**src/rtl/myproject_div_pkg.sv**
```systemverilog
// Shared widths, saturation limits and FSM encoding for the sequential signed divider.
// The helpers return the unsigned magnitude of two's-complement operands.
package myproject_div_pkg;

   localparam int DIN0_W = 32;
   localparam int DIN1_W = 18;
   localparam int DOUT_W = 14;
   localparam int REM_W  = 19;
   localparam int ITER   = 32;
   localparam int CNT_W  = 6;

   localparam int Q_MAX = 8191;
   localparam int Q_MIN = -8192;

   typedef enum logic [1:0] {
      ST_IDLE = 2'd0,
      ST_CALC = 2'd1,
      ST_FIX  = 2'd2,
      ST_DONE = 2'd3
   } state_t;

   // The most negative input maps to 2^(W-1), which still fits the unsigned result.
   function automatic logic [DIN0_W-1:0] abs_dividend(input logic [DIN0_W-1:0] v);
      abs_dividend = v[DIN0_W-1] ? (~v + DIN0_W'(1)) : v;
   endfunction

   function automatic logic [DIN1_W-1:0] abs_divisor(input logic [DIN1_W-1:0] v);
      abs_divisor = v[DIN1_W-1] ? (~v + DIN1_W'(1)) : v;
   endfunction

endpackage

```
**src/rtl/myproject_sdiv_step.sv**
```systemverilog
// One radix-2 restoring division step: shift in the next dividend bit and
// subtract the divisor magnitude whenever the shifted remainder covers it.
module myproject_sdiv_step
   import myproject_div_pkg::*;
(
   input  logic [REM_W-1:0]  rem,
   input  logic              bit_in,
   input  logic [DIN1_W-1:0] divisor_mag,
   output logic [REM_W-1:0]  rem_next,
   output logic              q_bit
);

   logic [REM_W:0] w_shift;
   logic [REM_W:0] w_dvs;
   logic [REM_W:0] w_sub;

   // One guard bit keeps the compare exact for any remainder value.
   assign w_shift  = {rem, bit_in};
   assign w_dvs    = {{(REM_W + 1 - DIN1_W){1'b0}}, divisor_mag};
   assign q_bit    = (w_shift >= w_dvs);
   assign w_sub    = q_bit ? w_dvs : '0;
   assign rem_next = REM_W'(w_shift - w_sub);

endmodule

```
**src/rtl/myproject_sdiv_32s_18s_14_seq.sv**
```systemverilog
// Sequential signed divider 32s / 18s -> 14s quotient (saturated) + 18s remainder,
// one restoring step per cycle, driven by an ap_start/ap_done handshake.
module myproject_sdiv_32s_18s_14_seq
   import myproject_div_pkg::*;
#(
   parameter int ID         = 1,
   parameter int din0_WIDTH = 32,
   parameter int din1_WIDTH = 18,
   parameter int dout_WIDTH = 14
)
(
   input  logic                  ap_clk,
   input  logic                  ap_rst,
   input  logic                  ap_start,
   output logic                  ap_idle,
   output logic                  ap_done,
   input  logic [din0_WIDTH-1:0] din0,
   input  logic [din1_WIDTH-1:0] din1,
   output logic [dout_WIDTH-1:0] dout_q,
   output logic [din1_WIDTH-1:0] dout_r,
   output logic                  dout_ovf,
   output logic                  dout_dbz,
   output state_t                o_dbg_state
);

   if (din0_WIDTH != DIN0_W || din1_WIDTH != DIN1_W || dout_WIDTH != DOUT_W || ID < 0) begin : g_param_check
      $error("myproject_sdiv_32s_18s_14_seq: widths are fixed at 32/18/14");
   end

   // Handshake: ap_start is taken only while ap_idle is high (one-cycle accept);
   // ap_done is a single-cycle pulse, and dout_* stay valid from then until the
   // next accepted start clears them. Starts outside IDLE are dropped, not queued.

   state_t              r_state;
   logic [CNT_W-1:0]    r_cnt;
   logic [DIN0_W-1:0]   r_dvd;
   logic [DIN0_W-1:0]   r_quo;
   logic [REM_W-1:0]    r_rem;
   logic [DIN1_W-1:0]   r_dmag;
   logic                r_sgn0;
   logic                r_sgn1;
   logic [DOUT_W-1:0]   r_q;
   logic [DIN1_W-1:0]   r_r;
   logic                r_ovf;
   logic                r_dbz;
   logic                r_done;

   logic [REM_W-1:0]    w_rem_next;
   logic                w_q_bit;
   logic                w_q_neg;
   logic                w_pos_ovf;
   logic                w_neg_ovf;
   logic [DOUT_W-1:0]   w_q_signed;
   logic [DIN1_W-1:0]   w_r_signed;

   myproject_sdiv_step u_step (
      .rem         (r_rem),
      .bit_in      (r_dvd[DIN0_W-1]),
      .divisor_mag (r_dmag),
      .rem_next    (w_rem_next),
      .q_bit       (w_q_bit)
   );

   assign w_q_neg    = r_sgn0 ^ r_sgn1;
   assign w_pos_ovf  = !w_q_neg && (r_quo > DIN0_W'(Q_MAX));
   assign w_neg_ovf  = w_q_neg && (r_quo > DIN0_W'(-Q_MIN));
   assign w_q_signed = w_q_neg ? (~r_quo[DOUT_W-1:0] + DOUT_W'(1)) : r_quo[DOUT_W-1:0];
   // Remainder magnitude is below |divisor| <= 2^17, so the low 18 bits hold it exactly.
   assign w_r_signed = r_sgn0 ? (~r_rem[DIN1_W-1:0] + DIN1_W'(1)) : r_rem[DIN1_W-1:0];

   always_ff @(posedge ap_clk) begin
      if (ap_rst) begin
         r_state <= ST_IDLE;
         r_cnt   <= '0;
         r_dvd   <= '0;
         r_quo   <= '0;
         r_rem   <= '0;
         r_dmag  <= '0;
         r_sgn0  <= 1'b0;
         r_sgn1  <= 1'b0;
         r_q     <= '0;
         r_r     <= '0;
         r_ovf   <= 1'b0;
         r_dbz   <= 1'b0;
         r_done  <= 1'b0;
      end else begin
         case (r_state)
            ST_IDLE: begin
               r_done <= 1'b0;
               if (ap_start) begin
                  r_dvd   <= abs_dividend(din0);
                  r_dmag  <= abs_divisor(din1);
                  r_sgn0  <= din0[DIN0_W-1];
                  r_sgn1  <= din1[DIN1_W-1];
                  r_rem   <= '0;
                  r_quo   <= '0;
                  r_cnt   <= '0;
                  r_q     <= '0;
                  r_r     <= '0;
                  r_ovf   <= 1'b0;
                  r_dbz   <= 1'b0;
                  r_state <= (din1 == '0) ? ST_FIX : ST_CALC;
               end
            end
            ST_CALC: begin
               r_rem <= w_rem_next;
               r_dvd <= {r_dvd[DIN0_W-2:0], 1'b0};
               r_quo <= {r_quo[DIN0_W-2:0], w_q_bit};
               r_cnt <= r_cnt + CNT_W'(1);
               if (r_cnt == CNT_W'(ITER - 1)) begin
                  r_state <= ST_FIX;
               end
            end
            ST_FIX: begin
               if (r_dmag == '0) begin
                  r_q   <= r_sgn0 ? DOUT_W'(Q_MIN) : DOUT_W'(Q_MAX);
                  r_r   <= '0;
                  r_dbz <= 1'b1;
                  r_ovf <= 1'b0;
               end else begin
                  r_r   <= w_r_signed;
                  r_ovf <= w_pos_ovf | w_neg_ovf;
                  if (w_pos_ovf) begin
                     r_q <= DOUT_W'(Q_MAX);
                  end else if (w_neg_ovf) begin
                     r_q <= DOUT_W'(Q_MIN);
                  end else begin
                     r_q <= w_q_signed;
                  end
               end
               r_done  <= 1'b1;
               r_state <= ST_DONE;
            end
            ST_DONE: begin
               r_done  <= 1'b0;
               r_state <= ST_IDLE;
            end
            default: begin
               r_state <= ST_IDLE;
            end
         endcase
      end
   end

   assign ap_idle     = (r_state == ST_IDLE);
   assign ap_done     = r_done;
   assign dout_q      = r_q;
   assign dout_r      = r_r;
   assign dout_ovf    = r_ovf;
   assign dout_dbz    = r_dbz;
   assign o_dbg_state = r_state;

endmodule

```
**config.mk**
```make
export PLATFORM = sky130hd
export DESIGN_NAME = myproject_sdiv_32s_18s_14_seq
export DESIGN_NICKNAME = d
export VERILOG_FILES = /design/src/rtl/myproject_div_pkg.sv /design/src/rtl/myproject_sdiv_step.sv /design/src/rtl/myproject_sdiv_32s_18s_14_seq.sv
export SDC_FILE = /design/constraint.sdc
export NUM_CORES = 1
export LEC_CHECK = 0
export ABC_AREA = 0
export BUFFER_PORTS_ARGS = -buffer_cell sky130_fd_sc_hd__buf_2
export CORE_MARGIN = 2
export CORE_UTILIZATION = 45
export DETAILED_ROUTE_END_ITERATION = 10
export PLACE_DENSITY = 0.72
export SYNTH_ARGS = -nofsm -noshare
export SYNTH_HDL_FRONTEND = slang
export SYNTH_SLANG_ARGS = --single-unit
```
**constraint.sdc**
```tcl
create_clock -name ap_clk -period 4.4 [get_ports ap_clk]
set_input_delay 0.88 -clock ap_clk [delete_from_list [all_inputs] [get_ports ap_clk]]
set_output_delay 0.88 -clock ap_clk [all_outputs]
set_load 0.01 [all_outputs]
```
Yosys cells after proc, flatten, opt, wreduce, memory -nomap -nowiden
Index checks and enable logic that the tools add are counted.
Widths: inputs -> output; s select.

storage, ports and cells
  register bits after elaboration = 146
  bits of input ports = 53
  output and inout port bits = 38

cells by class
  order comparisons = 3
  reduce and logical (&&, ||, !) cells = 15
  bitwise logic cells = 6
  equality and inequality tests = 7
  add/subtract/negate cells = 6
  multiplexer cells = 32

operators by type and width
  cell                   number
  $pmux 32 s2            2
  $mux 32                3
  $mux 18                5
  $mux 14                6
  $pmux 19 s2            1
  $add 18x1->18 const B  2
  $logic_not 18->1       2
  $not 18->18            2
  $pmux 18 s2            1
  $add 32x1->32 const B  1
  $gt 32x13->1 const B   1
  $gt 32x14->1 const B   1
  $not 32->32            1
  $pmux 14 s2            1
  $ge 20x18->1           1
  $mux 19                1
  $sub 19x19->19         1
  $add 14x1->14 const B  1
  $not 14->14            1
  $pmux 6 s2             1
  $pmux 2 s4             1
  $reduce_and 2->1       4
  $add 6x1->6 const B    1
  $eq 6x5->1 const B     1
  other kinds (15)       27

Logic depth before layout (Yosys ltp)
  depth after elaboration = 7
  depth in mapped cells = 19
  gate-level depth less buffers = 18

Cells and area by module
From an unflattened synthesis, not the netlist that was laid out.

unflattened totals
  cell total of the unflattened synthesis = 1,128
  area, all modules = 9,095.0 sq um

modules (own cells, without submodules)
  module                         area each (sq um)  instances  cells an instance
  myproject_sdiv_32s_18s_14_seq  7,454.6            1          888
  myproject_sdiv_step            1,640.3            1          240

Worst setup path after synthesis
No wires, ideal clock.

  kind = reg2reg
  start = register r_rem[4]
  end = register r_rem[14]
  arrival = 3,603 ps
  cell stages (with the launch flop) = 19
  period minus slack after synthesis = 3,720 ps
  slack = 680 ps
  setup time = 117 ps
  path through = dfxtp_1 > ha_1 > a21o_1 > a21o_1 > a21oi_1 > o31a_1 > o21ai_0 > a211o_1 > clkbuf_1 > and2_1 > ha_1 > fa_1 > nor2b_1 > o2111ai_1 > a31oi_1 > nor2b_1 > o21bai_1 > xor2_1 > a22o_1

between the ends
  longest elaborated chain between the ends = 4

RTL lines
  item                    RTL line                              RTL
  from (decl)             myproject_sdiv_32s_18s_14_seq.sv:38   logic [REM_W-1:0] r_rem;
  from (signal assigned)  myproject_sdiv_32s_18s_14_seq.sv:106  r_rem <= w_rem_next;
  $ge 20x18->1            myproject_sdiv_step.sv:20             assign q_bit = (w_shift >= w_dvs);
  $mux 18                 myproject_sdiv_step.sv:21             assign w_sub = q_bit ? w_dvs : '0;
  $sub 19x19->19 (*)      myproject_sdiv_step.sv:22             assign rem_next = REM_W'(w_shift - w_sub);
  $pmux 19 s2 (*)         myproject_sdiv_32s_18s_14_seq.sv:87   case (r_state)

Every way passes the cells marked *; elsewhere a longest branch is shown, timed or not.
A chain may end at the register's enable or synchronous reset.

Final worst setup path
  start = register r_dmag[5]
  end = register r_rem[14]

between the ends
  longest elaborated chain between the ends = 4

RTL lines
  item                    RTL line                             RTL
  from (decl)             myproject_sdiv_32s_18s_14_seq.sv:39  logic [DIN1_W-1:0] r_dmag;
  from (signal assigned)  myproject_sdiv_32s_18s_14_seq.sv:92  r_dmag <= abs_divisor(din1);
  $ge 20x18->1            myproject_sdiv_step.sv:20
  $mux 18 (*)             myproject_sdiv_step.sv:21
  $sub 19x19->19 (*)      myproject_sdiv_step.sv:22
  $pmux 19 s2 (*)         myproject_sdiv_32s_18s_14_seq.sv:87

Marks and branches as above.

==> metrics.md <==
| Metric | Value |
|---|---|
| Status | `finished clean` |
| Crit share post-route | `0.919` |
| Vias per cell | `between 5 and 6` |
| Syn Area/Cell | `about 8.1 sq um` |
| DR vias | `a little under 8000` |
| Initial DRC Count | `592` |
| Data arrival time of the critical path | `around 4400 ps` |
| Fin Clk Skew | `approximately 11 ps` |
| CP max stage delay | `~420 ps` |
| Syn. warnings | `0` |
| Worst slew pin tran | `912 ps` |
| Top cell type by total area after synthesis | `dfxtp_1` |
| Setup Buffers After CTS | `0` |
| Post-synth ARST share | `0` |
| Total power | `about 0.0071 W` |
| Fillers | `1796` |
| Slew headroom | `0.390` |
| Slowest-stage cell, CP | `a31oi_1` |
| CTS tree | `done` |
| Final WL | `20400 um` |
| Register area share after synthesis | `0.341` |
| Mapped cell area | `8580 sq um` |
| Clock Path Buffers | `2` |
| Initial Util | `0.459` |
| Num Clock Sinks | `146` |
| Placed insts | `1342` |
| Max-cap violations | `0` |
| Fin crit period | `approximately 4000 ps` |
| Gpl congestion | `approximately 0.93` |
| CTS hold repair buffers | `0` |
| Pleak | `4.00 nW` |
| Largest family of logic cells by synthesized area | `compound AO/OA/AOI/OAI gates` |
| Met3 WL | `roughly 1200 um` |
| Synth Net Count | `roughly 1200` |
| Worst Path Required | `between 4000 and 5000 ps` |
| VDD IR max | `roughly 0.40 mV` |
| Die height | `142 um` |
| TNS Setup | `0 ps` |
| WL met2 | `~9000 um` |
| Global Route Usage Sum | `0.207` |
| Multiplexer area fraction after synthesis | `0.00467` |
| Global-route wire length before repair | `approximately 34000 um` |
| CORE AREA | `18700 sq um` |
| CP endpoint kind | `flip-flop` |
| Synth Area in Compound Gates | `0.249` |
| CP Launch Type | `flip-flop` |
| Met1 Wirelength | `roughly 9800 um` |
| WS Path Type | `reg -> reg` |
| Layout cells sized above 1 | `0.135` |
| Vias in the first global route | `around 7000` |
| I/O pins | `about 90` |
| Post-detailed-route wirelength per cell | `roughly 15 um` |
| Hpwl dp | `~15000 um` |
| Fmax | `0.247 GHz` |
| # resized after CTS | `0` |
| CTS buffer count | `17` |
| Final non-filler cell total | `approximately 1400` |
| Die area | `a little over 20000 sq um` |
| Die W | `142 um` |
| RSZ-0062 raised after global routing | `false` |
| Most frequent cells in the layout | `146 x dfxtp_1, 127 x nand2_1, 106 x nor2_1, 89 x buf_2, 68 x a21oi_1` |
| Synth top area share | `0.341` |
| Distinct cells, synth | `between 60 and 70` |
| Post-route ant nets | `0` |
| Area growth syn-to-layout | `14.6%` |
| First drt pass iteration count | `5` |
| Area share of fa/ha/maj cells after synthesis | `0.0694` |
| H-tree depth | `4` |
| Max Transition Viols Final | `0` |
| Post-synth EDFFs | `0` |
| Cell Rows | `50` |
| Synthesized flop and latch total | `approximately 150` |
| Ranking of synthesized cells by area | `dfxtp_1 34%, ha_1 6.7%, xor2_1 5.7%` |
| Hold WC Path Type | `reg -> reg` |
| Clk slew on worst S/H paths | `around 60 ps` |
| Largest net degree at the start of global routing | `67` |
| Setup violations, final | `0` |
| Cell area power density | `a little over 700 nW/um^2` |
| Commonest non-fill, non-tap cell in the layout | `dfxtp_1` |
| Top Layer Used | `met4` |
| Synth Flop Type | `dfxtp_1` |
| Xor-xnor portion of the synthesized cell area | `0.0908` |
| Synth Area in Simple Gates | `0.202` |
| Port Buffers | `90` |
| Post-synthesis cell count | `about 1100` |
| Final Hold Vio Count | `0` |
| Critical Path Fanout Max | `4` |
| Initial antenna violation count | `2` |
| Global route total overflow | `0` |
| Worst skew pair latency | `~420 ps` |
| Critical-path cell list | `inv_1, ha_1, a21o_1, a21o_1, a21oi_1, o31a_1, o21ai_0, a211o_1, and2_1, ha_1, fa_1, nor2b_1, o2111ai_1, a31oi_1, nor2b_1, o21bai_1, xor2_1, a22o_1` |
| # DRC | `0` |
| Post-layout net count | `approximately 1200` |
| Root buf cell | `clkbuf_16` |
==> sequential cells by signal, summed over array words and instances (netlist names) <==
| name | cells |
|---|---|
| dout_q | 14 |
| o_dbg_state | 2 |
| r_sgn0 | 1 |
| r_sgn1 | 1 |
| r_rem | 19 |
| r_dmag | 18 |
| dout_ovf | 1 |
| r_dvd | 32 |
| ap_done | 1 |
| dout_r | 18 |
| r_cnt | 6 |
| dout_dbz | 1 |
| r_quo | 32 |
==> final timing paths <==
kind                                                end  cells past startpoint  slack (ps)               startpoint
worst min-delay path            dout_r[15]$_SDFFE_PP0P_                      2         450  dout_r[15]$_SDFFE_PP0P_
worst min register to register  dout_r[15]$_SDFFE_PP0P_                      2         450  dout_r[15]$_SDFFE_PP0P_
worst max-delay path             r_rem[14]$_SDFFE_PP0P_                     18         350   r_dmag[5]$_SDFFE_PP0P_
worst max register to register   r_rem[14]$_SDFFE_PP0P_                     18         350   r_dmag[5]$_SDFFE_PP0P_
==> metrics by stage <==
step	cell area, sq um	hold WS, ps	setup WS (ps)	utilization
5_1_grt	9840	462	116	0.526
6_report	9840	447	355	0.526
3_3_place_gp	9220	436	510	0.493
2_1_floorplan	8580	427	680	-
3_5_place_dp	9220	443	399	0.493
4_1_cts	9840	451	366	0.526
==> power breakdown <==
part | internal (W) | leakage [nW] | total (W) | switching (W)
Sequential | 0.00155 | 1.19 | 0.00179 | 0.000239
Clock | 0.000970 | 0.302 | 0.00151 | 0.000542
Combinational | 0.00162 | 2.51 | 0.00382 | 0.00221
==> critical path: cells and delay by family (launching register included) <==
kind	cells	cell delay, ps
and+or+nand+nor	3	500
buffers and inverters	1	60
adders and majority gates	3	900
AOI/OAI and AO/OA	10	1970
xor gates and xnor gates	1	90
DFF	1	390
==> layer usage <==
layer | up-vias | global-route usage
li1 | 3962 | -
met1 | 3640 | 0.282
met2 | 247 | 0.332
met3 | 22 | 0.0404
met4 | 0 | 0.0658
met5 | - | 0
==> kinds of logic after synthesis <==
kind of cell,Yosys count
multiplexers,4
AO/OA/AOI/OAI,319
buffers and inverters,98
XOR/XNOR,89
adder cells (fa/ha/maj),47
flip-flops,146
AND/OR/NAND/NOR,363
==> cell usage after synthesis (3+ instances only) <==
| cell type | instances |
|---|---|
| xor2_1 | 56 |
| or2_2 | 7 |
| clkbuf_1 | 58 |
| dfxtp_1 | 146 |
| o31ai_1 | 19 |
| ha_1 | 46 |
| a22o_1 | 22 |
| mux2i_1 | 4 |
| o41ai_1 | 7 |
| buf_1 | 3 |
| a211oi_1 | 19 |
| a221oi_1 | 12 |
| and2_1 | 8 |
| nor4_1 | 15 |
| nand2_1 | 127 |
| a21oi_1 | 69 |
| nor2_1 | 106 |
| or3_1 | 9 |
| o21ai_0 | 63 |
| or4_1 | 7 |
| or3_4 | 4 |
| nand2b_1 | 11 |
| xnor2_1 | 33 |
| o21ai_1 | 4 |
| o21a_1 | 7 |
| o211ai_1 | 10 |
| nand3_1 | 15 |
| nor3b_1 | 3 |
| nor3_1 | 19 |
| a31oi_1 | 6 |
| a22oi_1 | 46 |
| nand4_1 | 10 |
| a21boi_0 | 6 |
| inv_1 | 35 |
| a21o_1 | 11 |
| nor2b_1 | 9 |
==> area by class of cell <==
cell class                 instances  area [sq um]  share of cell area
multi-input combinational        822          5300               0.539
sequential                       146          2920               0.297
clock inverter                     9           156              0.0159
clock buffer                      20           457              0.0464
tap                              234           293              0.0298
antenna                            1          2.50            0.000254
inverter                          36           135              0.0137
timing repair buffer             104           571              0.0580
(Power assumes the default switching activity.)
